`src/rtl/rv_pkg.sv`:
```
// Shared write-back types and default widths for the register-file write path.
package rv_pkg;

    localparam int unsigned XLEN   = 32;
    localparam int unsigned NREG_W = 5;

    typedef struct packed {
        logic [NREG_W-1:0] rd;
        logic [XLEN-1:0]   data;
    } wb_req_t;

    typedef enum logic {
        SRC_ALU = 1'b0,
        SRC_LSU = 1'b1
    } wb_src_e;

endpackage

```
`src/rtl/wb_hold_slot.sv`:
```
// One-entry holding slot for a write-back source; drains when granted by the arbiter.
module wb_hold_slot #(
    parameter int unsigned XLEN   = rv_pkg::XLEN,
    parameter int unsigned NREG_W = rv_pkg::NREG_W
) (
    input  logic              clk,
    input  logic              rst_n,
    input  logic              valid,
    output logic              ready,
    input  logic [NREG_W-1:0] rd,
    input  logic [XLEN-1:0]   data,
    input  logic              grant,
    output logic              hold_v,
    output logic [NREG_W-1:0] hold_rd,
    output logic [XLEN-1:0]   hold_data
);

    logic load;

    // A slot being drained this cycle may be refilled on the same edge.
    assign ready = !hold_v || grant;
    // Writes to x0 are accepted but never occupy the slot.
    assign load  = valid && ready && (rd != '0);

    always_ff @(posedge clk or negedge rst_n) begin
        if (!rst_n) begin
            hold_v    <= 1'b0;
            hold_rd   <= '0;
            hold_data <= '0;
        end else if (load) begin
            hold_v    <= 1'b1;
            hold_rd   <= rd;
            hold_data <= data;
        end else if (grant) begin
            hold_v    <= 1'b0;
        end
    end

endmodule

```
`src/rtl/reg_wb_arbiter.sv`:
```
// Round-robin arbiter merging ALU and load-unit write-backs onto one register-file write port,
// with scoreboard-style pending lookup for the decode stage.
module reg_wb_arbiter #(
    parameter int unsigned XLEN   = rv_pkg::XLEN,
    parameter int unsigned NREG_W = rv_pkg::NREG_W
) (
    input  logic              clk,
    input  logic              rst_n,
    input  logic              alu_valid,
    output logic              alu_ready,
    input  logic [NREG_W-1:0] alu_rd,
    input  logic [XLEN-1:0]   alu_data,
    input  logic              lsu_valid,
    output logic              lsu_ready,
    input  logic [NREG_W-1:0] lsu_rd,
    input  logic [XLEN-1:0]   lsu_data,
    output logic              write_enable,
    output logic [NREG_W-1:0] write_reg,
    output logic [XLEN-1:0]   write_data,
    input  logic [NREG_W-1:0] query_reg1,
    input  logic [NREG_W-1:0] query_reg2,
    output logic              pending1,
    output logic              pending2
);

    import rv_pkg::*;

    logic              alu_hv, lsu_hv;
    logic [NREG_W-1:0] alu_hrd, lsu_hrd;
    logic [XLEN-1:0]   alu_hdata, lsu_hdata;
    logic              grant_alu, grant_lsu;
    wb_src_e           rr_last;

    wb_hold_slot #(.XLEN(XLEN), .NREG_W(NREG_W)) u_alu_slot (
        .clk       (clk),
        .rst_n     (rst_n),
        .valid     (alu_valid),
        .ready     (alu_ready),
        .rd        (alu_rd),
        .data      (alu_data),
        .grant     (grant_alu),
        .hold_v    (alu_hv),
        .hold_rd   (alu_hrd),
        .hold_data (alu_hdata)
    );

    wb_hold_slot #(.XLEN(XLEN), .NREG_W(NREG_W)) u_lsu_slot (
        .clk       (clk),
        .rst_n     (rst_n),
        .valid     (lsu_valid),
        .ready     (lsu_ready),
        .rd        (lsu_rd),
        .data      (lsu_data),
        .grant     (grant_lsu),
        .hold_v    (lsu_hv),
        .hold_rd   (lsu_hrd),
        .hold_data (lsu_hdata)
    );

    // On a tie the source that lost last time wins.
    always_comb begin
        grant_alu = alu_hv && (!lsu_hv || (rr_last == SRC_LSU));
        grant_lsu = lsu_hv && !grant_alu;
    end

    always_ff @(posedge clk or negedge rst_n) begin
        if (!rst_n) begin
            rr_last      <= SRC_LSU;
            write_enable <= 1'b0;
            write_reg    <= '0;
            write_data   <= '0;
        end else begin
            write_enable <= grant_alu || grant_lsu;
            if (grant_alu) begin
                rr_last    <= SRC_ALU;
                write_reg  <= alu_hrd;
                write_data <= alu_hdata;
            end else if (grant_lsu) begin
                rr_last    <= SRC_LSU;
                write_reg  <= lsu_hrd;
                write_data <= lsu_hdata;
            end
        end
    end

    always_comb begin
        pending1 = (query_reg1 != '0) &&
                   ((alu_hv && (alu_hrd == query_reg1)) ||
                    (lsu_hv && (lsu_hrd == query_reg1)) ||
                    (write_enable && (write_reg == query_reg1)));
        pending2 = (query_reg2 != '0) &&
                   ((alu_hv && (alu_hrd == query_reg2)) ||
                    (lsu_hv && (lsu_hrd == query_reg2)) ||
                    (write_enable && (write_reg == query_reg2)));
    end

endmodule

```
`config.mk`:
```
export PLATFORM = sky130hd
export DESIGN_NAME = reg_wb_arbiter
export DESIGN_NICKNAME = d
export VERILOG_FILES = /design/src/rtl/rv_pkg.sv /design/src/rtl/wb_hold_slot.sv /design/src/rtl/reg_wb_arbiter.sv
export SDC_FILE = /design/constraint.sdc
export NUM_CORES = 1
export LEC_CHECK = 0
export CAP_MARGIN = 20
export CORE_MARGIN = 2
export CORE_UTILIZATION = 25
export CTS_CLUSTER_SIZE = 14
export DETAILED_ROUTE_END_ITERATION = 12
export PLACE_DENSITY = 0.52
export SYNTH_ARGS = -nofsm -noshare
export SYNTH_HDL_FRONTEND = slang
export SYNTH_HIERARCHICAL = 1
export SYNTH_SLANG_ARGS = --single-unit
```
`constraint.sdc`:
```
create_clock -name clk -period 5.53 [get_ports clk]
set_input_delay 1.106 -clock clk [delete_from_list [all_inputs] [get_ports clk]]
set_output_delay 1.106 -clock clk [all_outputs]
set_load 0.1 [all_outputs]
```
==> impl_metrics.env, run 1 <==
export IMPL_yosys_area_top_type="dfrtp_1"
export IMPL_critical_path_top_delay_family="simple AND/OR/NAND/NOR gates"
export IMPL_synth_avg_cell_area_um2=11.6
export IMPL_drc_errors=0
export IMPL_status="finished, final reports clean"
export IMPL_cp_max_fo=44
export IMPL_num_io_pins=130
export IMPL_antenna_found_initial=0
export IMPL_coreArea_um2=21200
export IMPL_intPower_mw=2.89
export IMPL_cts_buffers=17
export IMPL_post_dp_cell_area_um2=6860
export IMPL_period_minus_slack_ps=4140
export IMPL_place_ws_ps=1630
export IMPL_rows=53
export IMPL_postLayoutCellArea_um2=7450
export IMPL_path_cells="nand2_2, inv_1, nand2b_1, buf_4"
export IMPL_switching_share_pct=47.5
export IMPL_async_flop_share_pct=100
export IMPL_maxSlewHeadroom_pct=31.6
export IMPL_clkTransAtPathRegs_ps=60
export IMPL_finalClockSkew_ps=7.06
export IMPL_cts_hold_buf=0
export IMPL_power_share_clock_pct=19.7
export IMPL_ant_nets=0
export IMPL_clock_latency_ps=410
export IMPL_whs_path_depth=1
export IMPL_dieArea_um2=22900
export IMPL_synth_edff_count=0
export IMPL_cp_end_kind="output port"
export IMPL_io_buffers=129
export IMPL_fp_dieH_um=151
export IMPL_max_stage_delay_ps=1030
export IMPL_grt_usage_pct=13.4
export IMPL_required_ps=4420
export IMPL_critPathBufInv=2
export IMPL_htree_num_levels=4
export IMPL_die_x_um=151
export IMPL_finalCritPeriodShare_pct=74.8
export IMPL_syn_num_nets=555
export IMPL_min_delay_start="u_alu_slot/hold_data[28]"
export IMPL_leakagePower_nw=3.08
export IMPL_ir_drop_mv=0.463
export IMPL_diodes=0
export IMPL_cts_sinks=115
export IMPL_ctsResizeCount=0
export IMPL_wl_per_cell_um=16.8
export IMPL_rrSetupSlack_ps=2210
export IMPL_yosysWarnings=6
export IMPL_critPathKind="register to output port"
export IMPL_cellPowerDensity_nw_per_um2=739
export IMPL_nNetsFinal=677
export IMPL_place_gp_congestion=0.843
export IMPL_yosys_top_cells_area="dfrtp_1 53%, mux2_2 12%, o22ai_1 4.3%"
export IMPL_cts_root_buffer="clkbuf_16"
export IMPL_syn_inst=467
export IMPL_vias=4063
export IMPL_grt_first_pass_wirelength_um=23200
export IMPL_maxCapViolations=0
export IMPL_setup_slack_ps=1390
export IMPL_reg2reg_to="u_lsu_slot/hold_data[29]"
export IMPL_hpwl_um=9670
export IMPL_r2r_cells=8
export IMPL_cts_buffer_depth=2
export IMPL_synth_seq_area_share_pct=53.0
export IMPL_post_route_util_pct=35.2
export IMPL_r2r_start="rr_last"
export IMPL_drt_wl_total_um=14800
export IMPL_pwr_share_seq_pct=29.9
export IMPL_cpMaxStageDelayCell="dfrtp_2"
export IMPL_finalSetupTns_ps=0
export IMPL_drtPass1Iterations=5
export IMPL_vias_per_cell=4.63
export IMPL_grt_overflow=0
export IMPL_rsz0062_at_grt="false"
export IMPL_switching_power_mw=2.62
export IMPL_fmax_mhz=242
export IMPL_yosys_register_bits=115
export IMPL_drive_gt1_share_pct=19.9
export IMPL_worst_setup_path_start_kind="register"
export IMPL_area_growth_pct=37.3
export IMPL_syn_area_um2=5430
export IMPL_ys_types=33
export IMPL_fillers=2095
export IMPL_synth_top_area_share_pct=52.6
export IMPL_cts_setup_buffers=0
export IMPL_start_util_pct=25.7
export IMPL_finalSetupViolCount=0
export IMPL_final_cell_mix="125 x clkdlybuf4s50_1, 112 x dfrtp_1, 60 x mux2_2"
export IMPL_grt_max_degree=98
export IMPL_top_regs="u_alu_slot/hold_data x32, u_lsu_slot/hold_data x32, write_data x32"
export IMPL_min_to="u_alu_slot/hold_data[28]"
export IMPL_cts_tree="yes"
export IMPL_final_common_cell="clkdlybuf4s50_1"
export IMPL_slew_viol_final=0
export IMPL_arrival_ps=3030
export IMPL_synthFlopType="dfrtp_1"
export IMPL_tightest_slew_ps=1020
export IMPL_hp_class="register to register"
export IMPL_first_iter_violations=165
export IMPL_finalHoldViolations=0
export IMPL_grt_pass1_vias=4273
export IMPL_combPwrFrac_pct=50.4
cells by family after synthesis:
kind of cell	after synthesis	share of synthesized area (%)
AOI/OAI and AO/OA	121	15.3
xor gates and xnor gates	30	4.84
buffers and inverters	65	6.64
DFF	115	53.0
muxes	69	14.3
and+or+nand+nor	67	5.88
through the flow:
step / power (mW) / hold slack (ps) / instances
finish: 5.51 / 493 / 877
CTS: 5.57 / 497 / 877
detailed placement: 4.46 / 485 / 845
global route: 5.82 / 519 / 877
global placement: 4.40 / 474 / 845
floorplan: 3.77 / 464 / 467
synthesized netlist by cell type, drive strengths merged (5+ instances only):
library cell  instances
mux2                 69
buf                  26
nor2                 44
nor4                  6
xor2                 24
a31oi                32
o22ai                37
a22o                 10
xnor2                 6
dfrtp               114
inv                  34
a21oi                34
clkbuf                5
worst reg2reg max path, cell delays in order (launching register included):
cell and delay (ps):
dfstp_2 510, buf_4 400, nand2_4 140, nand2_2 710, inv_1 80, nand2b_1 260
o311ai_4 160, buf_4 510, mux2_2 430
routing by layer:
| layer | routed length [µm] | up-vias | global-route usage [%] |
|---|---|---|---|
| met5 | 0 | - | 0 |
| met4 | 335 | 0 | 5.09 |
| met3 | 810 | 27 | 3.64 |
| met2 | 7030 | 129 | 21.9 |
| met1 | 6600 | 1996 | 16.9 |
| li1 | - | 1911 | - |
power groups by stage:
stage	clock network (mW)	logic (mW)	registers (mW)
2_1_floorplan	0	1.25	2.52
3_3_place_gp	0	2.75	1.65
3_5_place_dp	0	2.80	1.66
4_1_cts	1.12	2.80	1.65
5_1_grt	1.15	2.96	1.71
6_report	1.08	2.78	1.65
final cells by class:
class | instances | area [µm²] | share of cell area, %
sequential | 115 | 2880 | 38.7
multi-input combinational | 287 | 2190 | 29.4
timing repair buffer | 134 | 1320 | 17.7
clock buffer | 23 | 488 | 6.55
tap | 275 | 344 | 4.62
inverter | 34 | 128 | 1.71
clock inverter | 9 | 104 | 1.39
worst max-delay path by stage:
| stage | startpoint | endpoint | slack [ps] | depth (start not counted) |
|---|---|---|---|---|
| 2_1_floorplan | query_reg2[0] | pending2 | 1280 | 4 |
| 3_3_place_gp | query_reg2[0] | pending2 | 1730 | 6 |
| 6_report | u_lsu_slot/hold_v | lsu_ready | 1390 | 4 |
| 4_1_cts | u_lsu_slot/hold_v | lsu_ready | 1280 | 4 |
| 3_5_place_dp | query_reg1[2] | pending1 | 1630 | 6 |
| 5_1_grt | u_lsu_slot/hold_v | lsu_ready | 1100 | 4 |
(Power assumes the default switching activity.)
==> run 2, diff against run 1 <==
clock period = 4.03 ns   (was 5.53 ns; I/O delays follow)
==> impl_metrics.env, run 2 (synthesized netlist as in run 1, its figures left out) <==
export IMPL_rrSetupSlack_ps=1370
export IMPL_arrival_ps=2530
export IMPL_cp_end_kind="output port"
export IMPL_grt_pass1_vias=4476
export IMPL_layoutNonFillerInstCount=878
export IMPL_clkTransAtPathRegs_ps=50
export IMPL_top_regs="u_alu_slot/hold_data x32, u_lsu_slot/hold_data x32, write_data x32"
export IMPL_wl_per_cell_um=17.0
export IMPL_worst_setup_path_start_kind="input port"
export IMPL_critical_path_top_delay_family="buffers and inverters"
export IMPL_startpoint="query_reg1[3]"
export IMPL_cts_tree="yes"
export IMPL_clock_latency_ps=400
export IMPL_vias_per_cell=4.73
export IMPL_start_util_pct=25.7
export IMPL_coreArea_um2=21200
export IMPL_dp_cells=846
export IMPL_cts_buffer_depth=2
export IMPL_cts_setup_buffers=0
export IMPL_antenna_found_initial=0
export IMPL_required_ps=3220
export IMPL_finalHoldViolations=0
export IMPL_finalSetupTns_ps=0
export IMPL_finalSetupViolCount=0
export IMPL_path_cells="clkdlybuf4s50_1, xor2_1, nor4_1, a32oi_1, a21oi_1, buf_4"
export IMPL_final_cell_mix="124 x clkdlybuf4s50_1, 112 x dfrtp_1, 60 x mux2_2"
export IMPL_reg2reg_to="u_alu_slot/hold_data[25]"
export IMPL_cts_buffers=17
export IMPL_rows=53
export IMPL_max_stage_delay_ps=530
export IMPL_cp_max_fo=4
export IMPL_cpMaxStageDelayCell="clkdlybuf4s50_1"
export IMPL_cts_root_buffer="clkbuf_16"
export IMPL_io_buffers=129
export IMPL_maxSlewHeadroom_pct=31.4
export IMPL_cts_hold_buf=0
export IMPL_drtPass1Iterations=4
export IMPL_maxCapViolations=0
export IMPL_critPathKind="input port to output port"
export IMPL_ctsResizeCount=0
export IMPL_area_growth_pct=38.5
export IMPL_ant_nets=0
export IMPL_first_iter_violations=192
export IMPL_die_x_um=151
export IMPL_r2r_start="u_lsu_slot/hold_v"
export IMPL_leakagePower_nw=3.11
export IMPL_num_io_pins=130
export IMPL_nNetsFinal=678
export IMPL_tightest_slew_ps=1030
export IMPL_drc_errors=0
export IMPL_grt_first_pass_wirelength_um=23700
export IMPL_grt_overflow=0
export IMPL_period_minus_slack_ps=3330
export IMPL_hpwl_um=9870
export IMPL_diodes=0
export IMPL_htree_num_levels=4
export IMPL_grt_usage_pct=13.5
export IMPL_slew_viol_final=0
export IMPL_place_gp_congestion=0.798
export IMPL_finalCritPeriodShare_pct=82.7
export IMPL_vias=4151
export IMPL_ir_drop_mv=0.519
export IMPL_drive_gt1_share_pct=20.2
export IMPL_hp_class="input port to asynchronous set/reset pin"
export IMPL_r2r_cells=5
export IMPL_final_common_cell="clkdlybuf4s50_1"
export IMPL_rsz0062_at_grt="false"
export IMPL_fmax_mhz=300
export IMPL_dieArea_um2=22900
export IMPL_finalClockSkew_ps=7.06
export IMPL_cellPowerDensity_nw_per_um2=1020
export IMPL_drt_wl_total_um=14900
export IMPL_fp_dieH_um=151
export IMPL_status="finished, final reports clean"
export IMPL_grt_max_degree=60
export IMPL_cts_sinks=115
export IMPL_critPathBufInv=2
## run 2: worst max-delay path by stage
stage	endpoint	slack (ps)	depth (start not counted)
floorplan	pending2	230	4
global placement	pending1	830	6
detailed placement	pending1	750	6
CTS	pending1	740	6
global route	pending1	620	6
finish	pending1	700	6
## run 2: area by class of cell
class	instances	area, µm²
fillers	2032	13600
repair buffers	135	1350
clock buffers	24	502
flip-flops and latches	115	2880
multi-input cells	287	2190
clock inverters	8	124
well taps	275	344
inverters	34	128
## run 2: where the power goes
| group | total (mW) | internal, mW | switching [mW] |
|---|---|---|---|
| registers | 2.32 | 1.76 | 0.568 |
| logic | 3.77 | 1.26 | 2.52 |
| clock network | 1.57 | 1.05 | 0.521 |
| total | 7.67 | 4.07 | 3.61 |
## run 2: worst register-to-register path: stages (launching register included)
cell      delay [ps]
dfrtp_2         1020
a21boi_1         140
nand2b_1         300
o311ai_4         150
buf_4            510
mux2_2           430
## run 2: per-layer routing
| metal | up-vias | track usage, % | share of wire [%] |
|---|---|---|---|
| met2 | 146 | 21.9 | 48 |
| met5 | - | 0 | 0 |
| met1 | 2072 | 16.9 | 45 |
| met3 | 20 | 4.10 | 5.9 |
| li1 | 1913 | - | - |
| met4 | 0 | 5.00 | 1.6 |
## run 2: metrics by stage
| step | hold slack [ps] | worst slack [ps] | util (%) | total power [mW] | cell area, µm² |
|---|---|---|---|---|---|
| after global routing | 514 | 623 | 35.5 | 8.11 | 7520 |
| final | 467 | 696 | 35.5 | 7.67 | 7520 |
| after floorplan | 464 | 227 | - | 5.17 | 5430 |
| after global placement | 475 | 834 | 32.6 | 6.05 | 6890 |
| after CTS | 482 | 735 | 35.5 | 7.75 | 7520 |
| after detailed placement | 486 | 753 | 32.6 | 6.13 | 6890 |
==> run 3, diff against run 2 <==
PLACE_DENSITY = 0.54   (was 0.52)
clock period = 2.8 ns   (was 4.03 ns; I/O delays follow)
==> impl_metrics.env, run 3 (synthesized netlist as in run 1, its figures left out) <==
export IMPL_finalCritPeriodShare_pct=96.8
export IMPL_cts_sinks=115
export IMPL_rows=53
export IMPL_final_common_cell="dfrtp_1"
export IMPL_cellPowerDensity_nw_per_um2=1450
export IMPL_start_util_pct=25.7
export IMPL_ctsResizeCount=0
export IMPL_tightest_slew_ps=576
export IMPL_r2r_start="rr_last"
export IMPL_fmax_mhz=369
export IMPL_ant_nets=0
export IMPL_first_iter_violations=97
export IMPL_period_minus_slack_ps=2710
export IMPL_slew_viol_final=0
export IMPL_finalSetupViolCount=0
export IMPL_clock_latency_ps=400
export IMPL_place_gp_congestion=0.828
export IMPL_grt_first_pass_wirelength_um=23700
export IMPL_arrival_ps=2150
export IMPL_cts_buffers=17
export IMPL_r2r_cells=7
export IMPL_cp_max_fo=4
export IMPL_maxCapViolations=0
export IMPL_switching_power_mw=5.20
export IMPL_grt_pass1_vias=4292
export IMPL_status="finished, final reports clean"
export IMPL_drt_wl_total_um=15300
export IMPL_power_share_clock_pct=18.9
export IMPL_cts_root_buffer="clkbuf_16"
export IMPL_coreArea_um2=21200
export IMPL_fp_dieH_um=151
export IMPL_final_cell_mix="112 x dfrtp_1, 85 x clkdlybuf4s50_1, 60 x mux2_2"
export IMPL_drive_gt1_share_pct=27.2
export IMPL_maxSlewHeadroom_pct=61.6
export IMPL_finalClockSkew_ps=10.5
export IMPL_rrSetupSlack_ps=630
export IMPL_cp_end_kind="output port"
export IMPL_cts_buffer_depth=2
export IMPL_ir_drop_mv=0.659
export IMPL_worst_setup_path_start_kind="input port"
export IMPL_switching_share_pct=47.7
export IMPL_pwr_share_seq_pct=29.4
export IMPL_rsz0062_at_grt="false"
export IMPL_nNetsFinal=684
export IMPL_post_route_util_pct=35.4
export IMPL_cts_hold_buf=0
export IMPL_die_x_um=151
export IMPL_hpwl_um=10300
export IMPL_combPwrFrac_pct=51.6
export IMPL_intPower_mw=5.70
export IMPL_hp_class="input port to asynchronous set/reset pin"
export IMPL_grt_max_degree=69
export IMPL_finalSetupTns_ps=0
export IMPL_drc_errors=0
export IMPL_drtPass1Iterations=4
export IMPL_leakagePower_nw=3.18
export IMPL_vias=4158
export IMPL_postLayoutCellArea_um2=7500
export IMPL_top_regs="u_alu_slot/hold_data x32, u_lsu_slot/hold_data x32, write_data x32"
export IMPL_io_buffers=129
export IMPL_num_io_pins=130
export IMPL_antenna_found_initial=0
export IMPL_critPathKind="input port to output port"
export IMPL_grt_overflow=0
export IMPL_post_dp_cell_area_um2=6940
export IMPL_wl_per_cell_um=17.4
export IMPL_finalHoldViolations=0
export IMPL_required_ps=2240
export IMPL_dieArea_um2=22900
export IMPL_vias_per_cell=4.73
export IMPL_diodes=0
export IMPL_htree_num_levels=4
export IMPL_reg2reg_to="u_alu_slot/hold_data[28]"
export IMPL_cts_tree="yes"
export IMPL_grt_usage_pct=13.8
export IMPL_area_growth_pct=38.1
export IMPL_cts_setup_buffers=0
export IMPL_clkTransAtPathRegs_ps=50
## run 3: worst max-delay path, stage by stage
cell and delay [ps]:
clkdlybuf4s50_1 500, xor2_1 180, nor4_1 300, nand3_1 180, a21oi_4 230, buf_12 190
## run 3: power by group through the flow
stage | registers, mW | clock network (mW) | logic, mW
after floorplan | 4.97 | 0 | 2.48
after global placement | 3.22 | 0 | 5.54
after detailed placement | 3.25 | 0 | 5.66
after CTS | 3.22 | 2.12 | 5.67
after global routing | 3.33 | 2.21 | 5.97
final | 3.21 | 2.06 | 5.63
## run 3: cell type report
cell class              instances  area (µm²)
multi-input cells             287        2210
flip-flops and latches        115        2880
repair buffers                141        1380
clock buffers                  21         470
well taps                     275         344
fillers                      2069       13700
clock inverters                 6        82.6
inverters                      34         128
## run 3: how the worst max path moves through the flow
stage | from | endpoint | slack (ps) | depth (start not counted)
after global placement | query_reg2[3] | pending2 | 160 | 6
after global routing | query_reg1[4] | pending1 | 10 | 6
final | query_reg2[3] | pending2 | 90 | 6
after detailed placement | query_reg1[2] | pending1 | 110 | 6
after floorplan | rr_last | u_lsu_slot/hold_data[10] | 20 | 9
after CTS | query_reg1[2] | pending1 | 100 | 6
## run 3: through the flow
stage	hold slack (ps)	power, mW	worst slack [ps]	std cells
floorplan	264	7.46	16.5	467
global placement	477	8.76	157	852
detailed placement	486	8.91	111	852
CTS	95.1	11.0	104	879
global route	107	11.5	11.9	879
finish	107	10.9	88.5	879
## run 3: metal layers
layer	up-vias	routed length, µm	track usage (%)
li1	1922	-	-
met2	137	7250	21.6
met1	2073	6830	17.7
met5	-	0	0
met4	0	343	6.12
met3	26	852	4.07
==> RTL change 1 (flow settings as in run 2) <==
Reset style: synchronous (`rst_n`), changed in 2 clocked blocks.
--- a/src/rtl/wb_hold_slot.sv
+++ b/src/rtl/wb_hold_slot.sv
@@ -22,7 +22,7 @@
     // Writes to x0 are accepted but never occupy the slot.
     assign load  = valid && ready && (rd != '0);
 
-    always_ff @(posedge clk or negedge rst_n) begin
+    always_ff @(posedge clk) begin
         if (!rst_n) begin
             hold_v    <= 1'b0;
             hold_rd   <= '0;
--- a/src/rtl/reg_wb_arbiter.sv
+++ b/src/rtl/reg_wb_arbiter.sv
@@ -63,7 +63,7 @@
         grant_lsu = lsu_hv && !grant_alu;
     end
 
-    always_ff @(posedge clk or negedge rst_n) begin
+    always_ff @(posedge clk) begin
         if (!rst_n) begin
             rr_last      <= SRC_LSU;
             write_enable <= 1'b0;
Formal check against the unedited RTL: differs if rst_n is asserted again (counterexample within 4 cycles, from zero or initial values and one cycle with rst_n low); with rst_n held inactive, the same outputs for 10 cycles.
==> RTL change 1 against run 2 <==
- synthesized area decreased by 6.2%
- critical endpoint unchanged
- sequential cell count stayed put
- wire length down 9.1%
- cell area shrank 4.7%
- setup slack better by 60 ps
Power is not compared: it rests on default switching activity, and its combinational part moved more than twofold at a synthesized area within 25%.
==> RTL change 1: results <==
drt:
  wl_per_cell_um: 14.1
  drt_first_iter_violations: 176
  detailroute.via_count: 4099
  routed_wirelength_um: 13600
sta:
  clock.fmax_mhz: 305
  finalClockSkew_ps: 4.08
  max-slew-margin-rel_pct: 32.0
  timing.hold.ws_ps: 443
worst_setup_path:
  r2r_setup_slack_ps: 1840
  critical-path-max-stage-delay_ps: 520
  startpoint: "query_reg1[2]"
  arrival_ps: 2470
  rr_endpoint: "u_lsu_slot/hold_data[22]"
  r2r.worst_path.cells: 7
  reg2reg_from: "u_lsu_slot/hold_v"
final_layout:
  reg.largest.list: "u_alu_slot/hold_data (32), u_lsu_slot/hold_data (32), write_data (32)"
  layout.non_clock_buffers: 137
  clkCellAreaFrac_pct: 8.45
  nClkBuffers: 23
  data_buffer_area_share_pct: 18.9
  layout.comb_gates.multi_input: 400
  n_fill_cell: 2093
  flow.area_growth_from_synthesis_pct: 40.7
  post_route_cells_drive_above_1_share_pct: 7.51
  inverters: 8
  final_net_count: 767
  antenna_cells_inserted: 0
  multi_input_area_mm2: 0.00254
  ff_latch_area_mm2: 0.00230
logic_synthesis:
  syn_avg_cell_area_um2: 9.12
  synth.top_cells.by_count: "nand2_1, dfxtp_1, mux2i_1"
  synth_fp_nets: 646
  synthXorXnorAreaFrac_pct: 5.16
  synth_top_cells_by_area: "dfxtp_1, mux2i_1, nand2_1"
  synth_compound_area_share_pct: 5.75
  async_flop_share_pct: 0
  multiplexer_area_fraction_after_synthesis_pct: 20.6
  synth_top_flop_cell: "dfxtp_1"
  synth-seq-area-share_pct: 45.2
  total_of_warnings_raised_by_yosys: 6
global_routing:
  grt.total_usage_pct: 12.8
  first_pass_grt_wire_length_um: 21800
  grt_start_max_net_pins: 73
  grt_antenna_before_repair: 0
min_path:
  min_delay_path_depth: 2
  hold_path_class: "flop to flop"
clock_tree:
  cts.repair.resized: 0
  htree_levels: 4
  cts.clk_slew.worst_paths_ps: 50
placed_design:
  dpl_cell_area_mm2: 0.00656
  placed_insts: 930
  globalplace.congestion: 0.706
  pre_cts_ws_ps: 773
  place.detailed.hpwl_um: 8610
power_and_ir_drop:
  irDropWorstVdd_v: 0.000266
outcome:
  status: "finished, final reports clean"
floorplanning:
  rows: 52
## RTL change 1: cell count changes after synthesis, moves of 28 or more
cell     delta
mux2_2     -60
a31oi_1    -32
dfxtp_1   +115
nor2_1     -42
o21ai_1    +38
nand2_1   +183
dfrtp_1   -114
mux2i_1   +105
o22ai_1    -33
inv_1      -28
## RTL change 1: kinds of logic (layout without fill, tap and decap cells)
| family | count (synthesis) | after routing |
|---|---|---|
| and+or+nand+nor | 211 | 211 |
| DFF | 115 | 115 |
| muxes | 105 | 105 |
| AOI/OAI and AO/OA | 54 | 54 |
| buffers and inverters | 43 | 177 |
| xor gates and xnor gates | 30 | 30 |
## RTL change 1: layer usage
layer | vias up | GRT usage (%) | part of all wire (%)
met1 | 1898 | 16.7 | 49
met5 | - | 0 | 0
met2 | 82 | 20.6 | 45
li1 | 2105 | - | -
met3 | 14 | 3.35 | 4.0
met4 | 0 | 4.47 | 1.5
==> RTL change 2 (config.mk and constraints of run 2) <==
Made on the original files. The package constant `NREG_W` goes from 5 to 10.
--- a/src/rtl/rv_pkg.sv
+++ b/src/rtl/rv_pkg.sv
@@ -2,7 +2,7 @@
 package rv_pkg;
 
     localparam int unsigned XLEN   = 32;
-    localparam int unsigned NREG_W = 5;
+    localparam int unsigned NREG_W = 10;
 
     typedef struct packed {
         logic [NREG_W-1:0] rd;
Ports: changed (5 resized); port bits go from 130 to 155. No check against the original RTL was run, so the function may have changed too.
==> RTL change 2 against run 2 <==
- via count up 19%
- setup slack got worse by 160 ps
- critical path depth is 1 higher
- synthesized area is 17% higher
- combinational power is 16% higher
- critical endpoint is now pending2
- first-iteration DRC count grew 52%
- total power is 13% higher
- cell area increased by 18%
- critical path type unchanged
- sequential cell count grew 15
- wire length is 28% higher
==> RTL change 2: results <==
worst_setup_path:
  arrival_ps: 2690
  reg2reg_from: "u_lsu_slot/hold_v"
  startpoint: "query_reg2[0]"
  critPathMaxFanout: 4
drt:
  drt_first_iter_violations: 292
  detailroute.via_count: 4937
  drtPass1Iterations: 6
  wl_per_cell_um: 18.0
global_routing:
  grt.total_usage_pct: 14.8
  groute.layer.met3.usage_pct: 5.33
  first_pass_grt_wire_length_um: 29700
  grt_antenna_before_repair: 0
  grt.met2_usage_pct: 24.2
  grt_start_max_net_pins: 89
  via_count_of_the_first_global_routing_pass: 5147
  use_met1_pct: 18.4
sta:
  finalClockSkew_ps: 8.40
  worst_slew_pin_slew_ps: 1050
logic_synthesis:
  synth.top_cells.by_count: "dfrtp_1, mux2_2, xnor2_1"
  synthXorXnorAreaFrac_pct: 8.30
  multiplexer_area_fraction_after_synthesis_pct: 14.6
  post_synth_num_cell_types: 32
  total_of_warnings_raised_by_yosys: 6
  share_of_synthesized_cell_area_in_full_adder_half_adder_and_majority_cells_pct: 0
  synth-seq-area-share_pct: 51.4
  synth_top_flop_cell: "dfrtp_1"
  synth_top_cells_by_area: "dfrtp_1, mux2_2, xnor2_1"
  async_flop_share_pct: 100
  synth_fp_nets: 674
  synth_compound_area_share_pct: 13.0
power_and_ir_drop:
  cellLeakagePower_nw: 3.51
  power.net_switching_mw: 4.13
  irDropWorstVdd_v: 0.000509
  share_comb_of_total_power_pct: 50.6
placed_design:
  globalplace.congestion: 0.878
  pre_cts_ws_ps: 571
  dpl_cell_area_mm2: 0.00821
  port-buffer-count: 154
  place.detailed.hpwl_um: 12900
clock_tree:
  htree_levels: 4
  clk_latency_ps: 420
  cts_buffers: 17
  cts.clk_slew.worst_paths_ps: 60
  number_of_buffers_inserted_to_repair_setup_after_cts: 0
  clk_root_buffer_cell: "clkbuf_16"
  clock_path_buffers: 2
  cts.repair.resized: 0
outcome:
  status: "finished, final reports clean"
final_layout:
  final_net_count: 820
  reg.largest.list: "u_alu_slot/hold_data (32), u_lsu_slot/hold_data (32), write_data (32)"
  post_route_cells_drive_above_1_share_pct: 17.1
min_path:
  hold_path_class: "input port to asynchronous set/reset pin"
## RTL change 2: final cells by class
cell class,instances,area (µm²)
multi-input combinational,366,2750
antenna,2,5.00
timing repair buffer,163,1660
clock buffer,20,467
inverter,34,128
tap,330,413
sequential,130,3260
clock inverter,12,168
fill,2513,16200
## RTL change 2: worst max-delay path: stages
cell and delay (ps):
clkdlybuf4s50_1 510, nor4_1 380, nand3_1 180, nand4_1 130
nor3_1 50, or3_1 390, buf_4 250
## RTL change 2: kinds of logic after synthesis
family          after synthesis
buf+inv                      70
mux                          82
xor+xnor                     60
flops                       130
simple gates                 98
compound gates              126
## RTL change 2: per-stage QoR
stage,hold slack (ps),std cells,utilization [%]
finish,460,1057,35.4
global route,514,1055,35.3
CTS,497,1055,35.3
detailed placement,482,1023,32.8
global placement,475,1023,32.8
floorplan,464,566,-
## RTL change 2: worst paths after layout
kind | slack, ps | end | cells past startpoint
setup / recovery | 530 | pending2 | 7
hold / removal | 460 | u_lsu_slot/hold_rd[1] | 1
setup reg to reg | 1560 | u_lsu_slot/hold_data[4] | 5
hold reg to reg | 490 | u_alu_slot/hold_data[31] | 1
max in group asynchronous | 2820 | u_lsu_slot/hold_data[14] | 2
min in group clk | 490 | u_alu_slot/hold_data[31] | 1
## RTL change 2: per-layer routing
layer,routed length (µm),vias to the layer above
met3,1230,17
met2,9020,140
met5,0,-
li1,-,2328
met1,8540,2452
met4,287,0
## RTL change 2: power by group through the flow
| stage | Combinational, mW | Clock [mW] | Sequential, mW |
|---|---|---|---|
| after floorplan | 1.86 | 0 | 3.96 |
| after global placement | 4.40 | 0 | 2.66 |
| after detailed placement | 4.43 | 0 | 2.64 |
| after CTS | 4.43 | 1.73 | 2.63 |
| after global routing | 4.67 | 1.78 | 2.72 |
| final | 4.38 | 1.67 | 2.62 |
